**src/rtl/bus_arbiter_if.sv**
```systemverilog
`default_nettype none
// ============================================================================
// bus_arbiter_if : request/gate bundle between bus sources and the arbiter
// Revision: 1.0
// ============================================================================
interface bus_arbiter_if;
    logic [3:0] Req;
    logic       GatePC;
    logic       GateMDR;
    logic       GateALU;
    logic       GateMARMUX;
    logic [1:0] Owner;
    logic       Busy;
    logic       Preempt;

    modport master (
        input  Req,
        output GatePC, GateMDR, GateALU, GateMARMUX, Owner, Busy, Preempt
    );

    modport slave (
        output Req,
        input  GatePC, GateMDR, GateALU, GateMARMUX, Owner, Busy, Preempt
    );
endinterface
`default_nettype wire

```
**src/rtl/bus_arbiter.sv**
```systemverilog
`default_nettype none
// ============================================================================
// bus_arbiter : round-robin owner of a 4-source bus mux with hold-time preemption
// Revision: 1.0
// ============================================================================
module bus_arbiter #(
    parameter int MAX_HOLD = 8
) (
    input  wire logic      Clk,
    input  wire logic      Reset,
    bus_arbiter_if.master  bus
);

    typedef enum logic [1:0] {
        IDLE  = 2'd0,
        GRANT = 2'd1,
        TURN  = 2'd2
    } state_t;

    localparam logic [7:0] c_hold_last = 8'(MAX_HOLD - 1);

    state_t     r_state,   w_state_nxt;
    logic [3:0] r_gate,    w_gate_nxt;
    logic [1:0] r_owner,   w_owner_nxt;
    logic [1:0] r_rr_ptr,  w_rr_ptr_nxt;
    logic [7:0] r_hold,    w_hold_nxt;
    logic       r_preempt, w_preempt_nxt;

    logic [7:0] w_req2;
    logic [3:0] w_rot;
    logic [1:0] w_off;
    logic [1:0] w_pick;
    logic       w_own_req;
    logic       w_others;

    // Rotate requests so bit 0 is rr_ptr; lowest set bit is the next owner.
    assign w_req2    = {bus.Req, bus.Req};
    assign w_rot     = w_req2[r_rr_ptr +: 4];
    assign w_pick    = r_rr_ptr + w_off;
    assign w_own_req = bus.Req[r_owner];
    assign w_others  = |(bus.Req & ~r_gate);

    always_comb begin
        w_off = 2'd3;
        if (w_rot[0])      w_off = 2'd0;
        else if (w_rot[1]) w_off = 2'd1;
        else if (w_rot[2]) w_off = 2'd2;
    end

    always_comb begin
        w_state_nxt   = r_state;
        w_gate_nxt    = r_gate;
        w_owner_nxt   = r_owner;
        w_rr_ptr_nxt  = r_rr_ptr;
        w_hold_nxt    = r_hold;
        w_preempt_nxt = 1'b0;
        case (r_state)
            IDLE, TURN: begin
                if (|bus.Req) begin
                    w_state_nxt = GRANT;
                    w_gate_nxt  = 4'b0001 << w_pick;
                    w_owner_nxt = w_pick;
                    w_hold_nxt  = 8'd0;
                end else begin
                    w_state_nxt = IDLE;
                    w_gate_nxt  = 4'b0000;
                end
            end
            GRANT: begin
                // An owner dropping its request always wins over preemption.
                if (!w_own_req) begin
                    w_state_nxt  = TURN;
                    w_gate_nxt   = 4'b0000;
                    w_rr_ptr_nxt = r_owner + 2'd1;
                end else if (r_hold == c_hold_last) begin
                    if (w_others) begin
                        w_state_nxt   = TURN;
                        w_gate_nxt    = 4'b0000;
                        w_preempt_nxt = 1'b1;
                        w_rr_ptr_nxt  = r_owner + 2'd1;
                    end else begin
                        w_hold_nxt = 8'd0;
                    end
                end else begin
                    w_hold_nxt = r_hold + 8'd1;
                end
            end
            default: begin
                w_state_nxt = IDLE;
                w_gate_nxt  = 4'b0000;
            end
        endcase
    end

    always_ff @(posedge Clk or negedge Reset) begin
        if (!Reset) begin
            r_state   <= IDLE;
            r_gate    <= 4'b0000;
            r_owner   <= 2'd0;
            r_rr_ptr  <= 2'd0;
            r_hold    <= 8'd0;
            r_preempt <= 1'b0;
        end else begin
            r_state   <= w_state_nxt;
            r_gate    <= w_gate_nxt;
            r_owner   <= w_owner_nxt;
            r_rr_ptr  <= w_rr_ptr_nxt;
            r_hold    <= w_hold_nxt;
            r_preempt <= w_preempt_nxt;
        end
    end

    assign bus.GatePC     = r_gate[0];
    assign bus.GateMDR    = r_gate[1];
    assign bus.GateALU    = r_gate[2];
    assign bus.GateMARMUX = r_gate[3];
    assign bus.Owner      = r_owner;
    assign bus.Busy       = |r_gate;
    assign bus.Preempt    = r_preempt;

endmodule
`default_nettype wire
```
**src/flat_wrapper.sv**
```systemverilog
// flat-port wrapper written by rule: the top's interface ports become plain ports
module bus_arbiter_flat 
#(
    parameter int MAX_HOLD = 8
)
  (Clk, Reset, bus_Req, bus_GatePC, bus_GateMDR, bus_GateALU, bus_GateMARMUX, bus_Owner, bus_Busy, bus_Preempt);
  bus_arbiter_if bus_i ();
  input  wire logic Clk;
  input  wire logic Reset;
  input wire logic [$bits(bus_i.Req)-1:0] bus_Req;
  output wire logic [$bits(bus_i.GatePC)-1:0] bus_GatePC;
  output wire logic [$bits(bus_i.GateMDR)-1:0] bus_GateMDR;
  output wire logic [$bits(bus_i.GateALU)-1:0] bus_GateALU;
  output wire logic [$bits(bus_i.GateMARMUX)-1:0] bus_GateMARMUX;
  output wire logic [$bits(bus_i.Owner)-1:0] bus_Owner;
  output wire logic [$bits(bus_i.Busy)-1:0] bus_Busy;
  output wire logic [$bits(bus_i.Preempt)-1:0] bus_Preempt;
  assign bus_i.Req = bus_Req;
  assign bus_GatePC = bus_i.GatePC;
  assign bus_GateMDR = bus_i.GateMDR;
  assign bus_GateALU = bus_i.GateALU;
  assign bus_GateMARMUX = bus_i.GateMARMUX;
  assign bus_Owner = bus_i.Owner;
  assign bus_Busy = bus_i.Busy;
  assign bus_Preempt = bus_i.Preempt;
  bus_arbiter #(.MAX_HOLD(MAX_HOLD)) u_core (.Clk(Clk), .Reset(Reset), .bus(bus_i));
endmodule
```
**config.mk**
```make
export PLATFORM = sky130hd
export DESIGN_NAME = bus_arbiter_flat
export DESIGN_NICKNAME = d
export VERILOG_FILES = /design/src/rtl/bus_arbiter_if.sv /design/src/rtl/bus_arbiter.sv /design/src/flat_wrapper.sv
export SDC_FILE = /design/constraint.sdc
export NUM_CORES = 1
export LEC_CHECK = 0
export CORE_MARGIN = 2
export CORE_UTILIZATION = 40
export DETAILED_ROUTE_END_ITERATION = 8
export GPL_TIMING_DRIVEN = 0
export PLACE_DENSITY = 0.64
export SETUP_SLACK_MARGIN = 0.05
export SYNTH_ARGS = -nofsm -noshare
export SYNTH_HDL_FRONTEND = slang
export SYNTH_SLANG_ARGS = --single-unit
```
**constraint.sdc**
```tcl
create_clock -name Clk -period 2.9 [get_ports Clk]
set_input_delay 0.725 -clock Clk [delete_from_list [all_inputs] [get_ports Clk]]
set_output_delay 0.725 -clock Clk [all_outputs]
set_load 0.01 [all_outputs]
```
Word level (Yosys, flattened, before mapping) --
Cells that the tools add are included.
Cells by class: $add $sub $neg 3, magnitude comparators 1, equal/unequal tests 10, shifts and indexed selects 2, muxes and demuxes 27, bitwise operators 2, reductions and logical operators 10
Operator list (count):
- two-way mux 8 bit | 4
- two-way mux 2 bit | 8
- two-way mux 4 bit | 4
- case mux 8 bit (2 select lines) | 1
- OR reduction 4 bit | 3
- != test 3 bit, second input constant | 3
- adder 8 x 1 -> 8 bit, second input constant | 1
- equality test 8 x 3 -> 1 bit, second input constant | 1
- case mux 4 bit (2 select lines) | 1
- variable part select 8 x 3 -> 3 bit | 1
- two-way mux 1 bit | 7
- bitwise AND 4 bit | 1
- != test 2 x 1 -> 1 bit, second input constant | 2
- != test 2 bit, second input constant | 2
- NOT 4 bit | 1
- case mux 2 bit (2 select lines) | 1
- AND reduction 2 bit | 2
- AND reduction 4 bit | 1
- << shifter 1 x 2 -> 4 bit, first input constant | 1
- < comparator 2 x 3 -> 1 bit, second input constant | 1
- AND reduction 3 bit | 1
- adder 2 x 1 -> 2 bit, second input constant | 1
- adder 2 bit | 1
- binary-select mux 1 bit (select 2 bit) | 1
- 5 further kinds | 5
Storage, ports and cells: bits in registers 19, output and inout port bits 8, word-level logic and storage cells 61

Longest topological paths before layout --
depth after elaboration 8, mapped depth 9, mapped depth without buffers 8

Worst setup path after synthesis --
No wires, ideal clock.
path kind input to register, start in bus_Req[3], end reg u_core.r_hold[4], data arrival time 1.785 ns, setup slack 0.979 ns, stages on the path 5, path buffers 0, path through inv_1 -> o2111ai_1 -> a221o_1 -> o311ai_1 -> o41ai_1
Between the ends: longest elaborated chain between the ends 4, elaborated cells on any way between the ends 9, those cells by class eq/ne: 3; mux: 2; bitwise: 1; reduce/logical: 3
Ends and longest elaborated chain:
- start, declared | line flat_wrapper.sv:10 | input wire logic [$bits(bus_i.Req)-1:0] bus_Req;
- binary-select mux 1 bit (select 2 bit) or bitwise AND 4 bit (tied branches) | line bus_arbiter.sv:40, bus_arbiter.sv:41
- two-way mux 1 bit (not written as such) or OR reduction 4 bit (tied branches) | line bus_arbiter.sv:40, bus_arbiter.sv:41
- != test 2 x 1 -> 1 bit (no line) or != test 3 bit (tied branches)
- AND reduction 4 bit (no line) (*)
- end signal, assigned | line bus_arbiter.sv:108 | r_hold <= w_hold_nxt;
- end, declared | line bus_arbiter.sv:26 | logic [7:0] r_hold, w_hold_nxt;
Every way passes the cells marked *; elsewhere a longest branch is shown, timed or not. The select of a mux whose other input is x is not followed. A chain may end at the register's enable or synchronous reset.

Worst setup path in the final report --
start in bus_Req[0], end reg u_core.r_gate[3]
Between the ends: longest elaborated chain between the ends 8, elaborated cells on any way between the ends 17, those cells by class add/sub: 1; eq/ne: 2; shift: 2; mux: 8; bitwise: 1; reduce/logical: 3
Ends and longest elaborated chain:
- variable part select 8 x 3 -> 3 bit | line bus_arbiter.sv:38 | assign w_rot = w_req2[r_rr_ptr +: 4];
- two-way mux 1 bit | line bus_arbiter.sv:47 | else if (w_rot[2]) w_off = 2'd2;
- two-way mux 2 bit | line bus_arbiter.sv:46 | else if (w_rot[1]) w_off = 2'd1;
- two-way mux 2 bit | line bus_arbiter.sv:45 | if (w_rot[0]) w_off = 2'd0;
- adder 2 bit | line bus_arbiter.sv:39 | assign w_pick = r_rr_ptr + w_off;
- << shifter 1 x 2 -> 4 bit | line bus_arbiter.sv:61 | w_gate_nxt = 4'b0001 << w_pick;
- two-way mux 4 bit | line bus_arbiter.sv:59 | if (|bus.Req) begin
- case mux 4 bit (2 select lines) | line bus_arbiter.sv:57 | case (r_state)
- end signal, assigned | line bus_arbiter.sv:105 | r_gate <= w_gate_nxt;
- end, declared | line bus_arbiter.sv:23 | logic [3:0] r_gate, w_gate_nxt;
Several ways; a longest one is shown, not always the timed one. The select of a mux whose other input is x is not followed.

==> flow_metrics.py <==
metrics = {
    "outcome": {
        "outcome": "finished, final reports clean",
    },
    "power": {
        "power.share.switching_pct": 42.1,
        "p_int_w": 0.000675,
        "pwr-share-clk_pct": 11.4,
        "p_leak_nw": 0.534,
        "p_comb_share_pct": 52.9,
        "power_w": 0.00117,
        "powerDensity_nw_per_um2": 918,
        "peakVddDrop_mv": 0.647,
        "pwr-share-seq_pct": 35.7,
        "power_switching_w": 0.000490,
    },
    "synthesis": {
        "post_synth_num_cell_types": 40,
        "synth_largest_area_cell": "dfrtp_1",
        "yosysWarnings": 0,
        "synth_compound_area_share_pct": 20.1,
        "synth_flop_cell": "dfrtp_1",
        "synth-xor-area-share_pct": 1.63,
        "synth-seq-area-share_pct": 44.2,
        "synth_top_family_by_area": "simple AND/OR/NAND/NOR gates",
        "synth_top_area_share_pct": 44.2,
        "synth_area_um2": 1070,
        "synthMuxAreaShare_pct": 4.89,
        "async_flop_share_pct": 100,
        "synthTopCellsByArea": "dfrtp_1, nand2_1, nand2b_1",
        "synth_edf_count": 0,
        "ys_seq_elements": 19,
        "syn_area_per_cell_um2": 9.19,
        "synthAdderAreaFrac_pct": 2.33,
        "syn_inst": 117,
        "synth_nets": 125,
        "synthSimpleGateAreaFrac_pct": 22.9,
    },
    "critical_path": {
        "path_buf_inv": 1,
        "crit_type": "in2reg",
        "cp.required_ns": 3.14,
        "critical_path.top_delay_family": "compound AO/OA/AOI/OAI gates",
        "cp_max_fo": 8,
        "worstSetupEndpointType": "flop",
        "cp_cell_sequence": "clkdlybuf4s50_1 -> nand2b_1 -> o22ai_1 -> o21ai_0 -> o311ai_0 -> ha_1 -> xnor2_1 -> a32o_1",
        "worstPathArrival_ns": 2.73,
        "start_kind": "primary input",
        "cp_slowest_cell": "clkdlybuf4s50_1",
        "rrSetupSlack_ns": 0.83,
        "rr_startpoint": "u_core.r_rr_ptr[0]$_DFFE_PN0P_",
        "worst-r2r-cell-count": 9,
        "reg2reg_to": "u_core.r_gate[3]$_DFFE_PN0P_",
        "max_stage_delay_ns": 0.62,
    },
    "clock_tree": {
        "post_cts_buffers": 0,
        "cts.sinks": 19,
        "htree_levels": 1,
        "clockRootBuffer": "clkbuf_4",
        "clkTransAtPathRegs_ns": 0.10,
        "postCtsHoldBufs": 0,
        "cts_buffer_depth": 2,
        "numCtsBuffers": 3,
        "cts_resized": 0,
        "cts_tree": "yes",
        "clk_latency_ns": 0.29,
    },
    "worst_hold_path": {
        "min_from": "u_core.r_hold[7]$_DFFE_PN0P_",
        "min_path_cells": 1,
        "hp-class": "reg2reg",
        "worst_hold_path.endpoint": "u_core.r_hold[7]$_DFFE_PN0P_",
    },
    "floorplanning": {
        "fp.dieW_um": 55.8,
        "start_util_pct": 42.6,
        "core_um2": 2520,
        "io_pins": 14,
        "rows": 18,
        "dieArea_um2": 3120,
        "fp.dieH_um": 55.8,
    },
    "detailed_routing": {
        "vias_per_cell": 5.65,
        "dr.first_iter.drc_count": 27,
        "wire_per_inst_um": 14.0,
        "drc": 0,
        "postRouteAntennaNets": 0,
        "totalWireLength_um": 2290,
        "first_pass_iters": 4,
        "vias": 926,
    },
    "layout": {
        "final_nets": 143,
        "drive_above_1_share_pct": 7.46,
        "synthToLayoutAreaGrowth_pct": 18.0,
        "fin_cells": 164,
        "num_antenna_cells": 0,
    },
    "global_routing": {
        "grt_first_pass_wirelength_um": 4150,
        "track_usage_pct": 16.6,
        "grt_max_degree": 20,
        "grt_pass1_vias": 908,
        "antenna_found_initial": 0,
        "overflow": 0,
    },
    "sta": {
        "rsz0062_at_grt": "no",
        "tns_ns": 0,
        "fmax_mhz": 401,
        "finalSetupViolations": 0,
        "drv_slew": 0,
        "clock-skew-final_ns": 0.00314,
        "worst_pin_slew_ns": 0.853,
        "hold_viol_final": 0,
        "min_period_over_period_pct": 86.1,
        "slew_headroom_pct": 43.0,
        "fin_crit_ns": 2.50,
    },
    "place": {
        "dp_hpwl_um": 1750,
        "place.gp.congestion": 0.851,
        "placed_cells": 160,
        "io_buffers": 13,
    },
    "job": {
        "cap_violations": 0,
    },
}
synth_stat cells, types with 3 or more instances:
cell,instances
nand2_1,15
nand3_1,7
clkbuf_1,3
nand2b_1,6
dfrtp_1,19
mux2i_1,3
o21ai_0,5
inv_1,5
a21oi_1,5
nor2_1,10
registers in the layout, indices dropped and copies added, names as in the netlist:
name                flops
u_core.r_state          2
u_core.bus.Preempt      1
u_core.r_gate           4
u_core.r_hold           8
u_core.bus.Owner        2
u_core.r_rr_ptr         2
stage by stage:
step / setup WS (ns) / cell area [um^2] / hold slack, ns / utilization (%)
after detailed placement: 0.113 / 1240 / 0.481 / 49.3
after global routing: 0.269 / 1270 / 0.541 / 50.3
after CTS: 0.419 / 1270 / 0.497 / 50.3
after floorplan: 0.979 / 1070 / 0.429 / -
after global placement: 0.156 / 1240 / 0.480 / 49.3
final: 0.404 / 1270 / 0.495 / 50.3
final cells by class:
class | instances | area, um^2
Fill cell | 244 | 1250
Multi-Input combinational cell | 89 | 558
Sequential cell | 19 | 475
Timing Repair Buffer | 13 | 130
Tap cell | 30 | 37.5
Clock buffer | 4 | 26.3
Buffer | 4 | 22.5
Inverter | 5 | 18.8
worst max path at each step:
stage | startpoint | end | slack [ns] | depth (start not counted)
finish | bus_Req[0] | u_core.r_gate[3]$_DFFE_PN0P_ | 0.40 | 8
global route | bus_Req[0] | u_core.r_gate[3]$_DFFE_PN0P_ | 0.27 | 8
CTS | bus_Req[0] | u_core.r_gate[3]$_DFFE_PN0P_ | 0.42 | 8
detailed placement | bus_Req[0] | u_core.r_gate[3]$_DFFE_PN0P_ | 0.11 | 8
global placement | bus_Req[0] | u_core.r_gate[1]$_DFFE_PN0P_ | 0.16 | 8
floorplan | bus_Req[3] | u_core.r_hold[4]$_DFFE_PN0P_ | 0.98 | 5
metal layers:
layer	routed length [um]	up-vias	global-route usage (%)
li1	-	461	-
met3	94	4	3.49
met5	0	-	0
met1	1080	443	23.2
met2	1090	18	26.0
met4	27	0	5.10
cells by family after synthesis:
family | Yosys count
AND/OR/NAND/NOR | 50
AO/OA/AOI/OAI | 30
flip-flops | 19
buffers and inverters | 9
multiplexers | 5
XOR/XNOR | 2
adder cells (fa/ha/maj) | 2
layout by cell type, fill, tap and decap left out, types with 3 or more instances in the layout:
master	netlist	final
a21oi_1	5	5
clkbuf_1	3	4
clkbuf_4	0	3
clkdlybuf4s50_1	0	13
dfrtp_1	19	19
inv_1	5	5
mux2i_1	3	3
nand2_1	15	15
nand2b_1	6	6
nand3_1	7	7
nor2_1	10	10
o21ai_0	5	5
power by group through the flow:
stage | logic [W] | clock network, W | registers (W)
global route | 0.000685 | 0.000151 | 0.000431
detailed placement | 0.000617 | 0 | 0.000421
global placement | 0.000607 | 0 | 0.000419
CTS | 0.000621 | 0.000140 | 0.000416
finish | 0.000617 | 0.000132 | 0.000416
floorplan | 0.000417 | 0 | 0.000416
No activity file was read; power rests on OpenSTA's default activity.
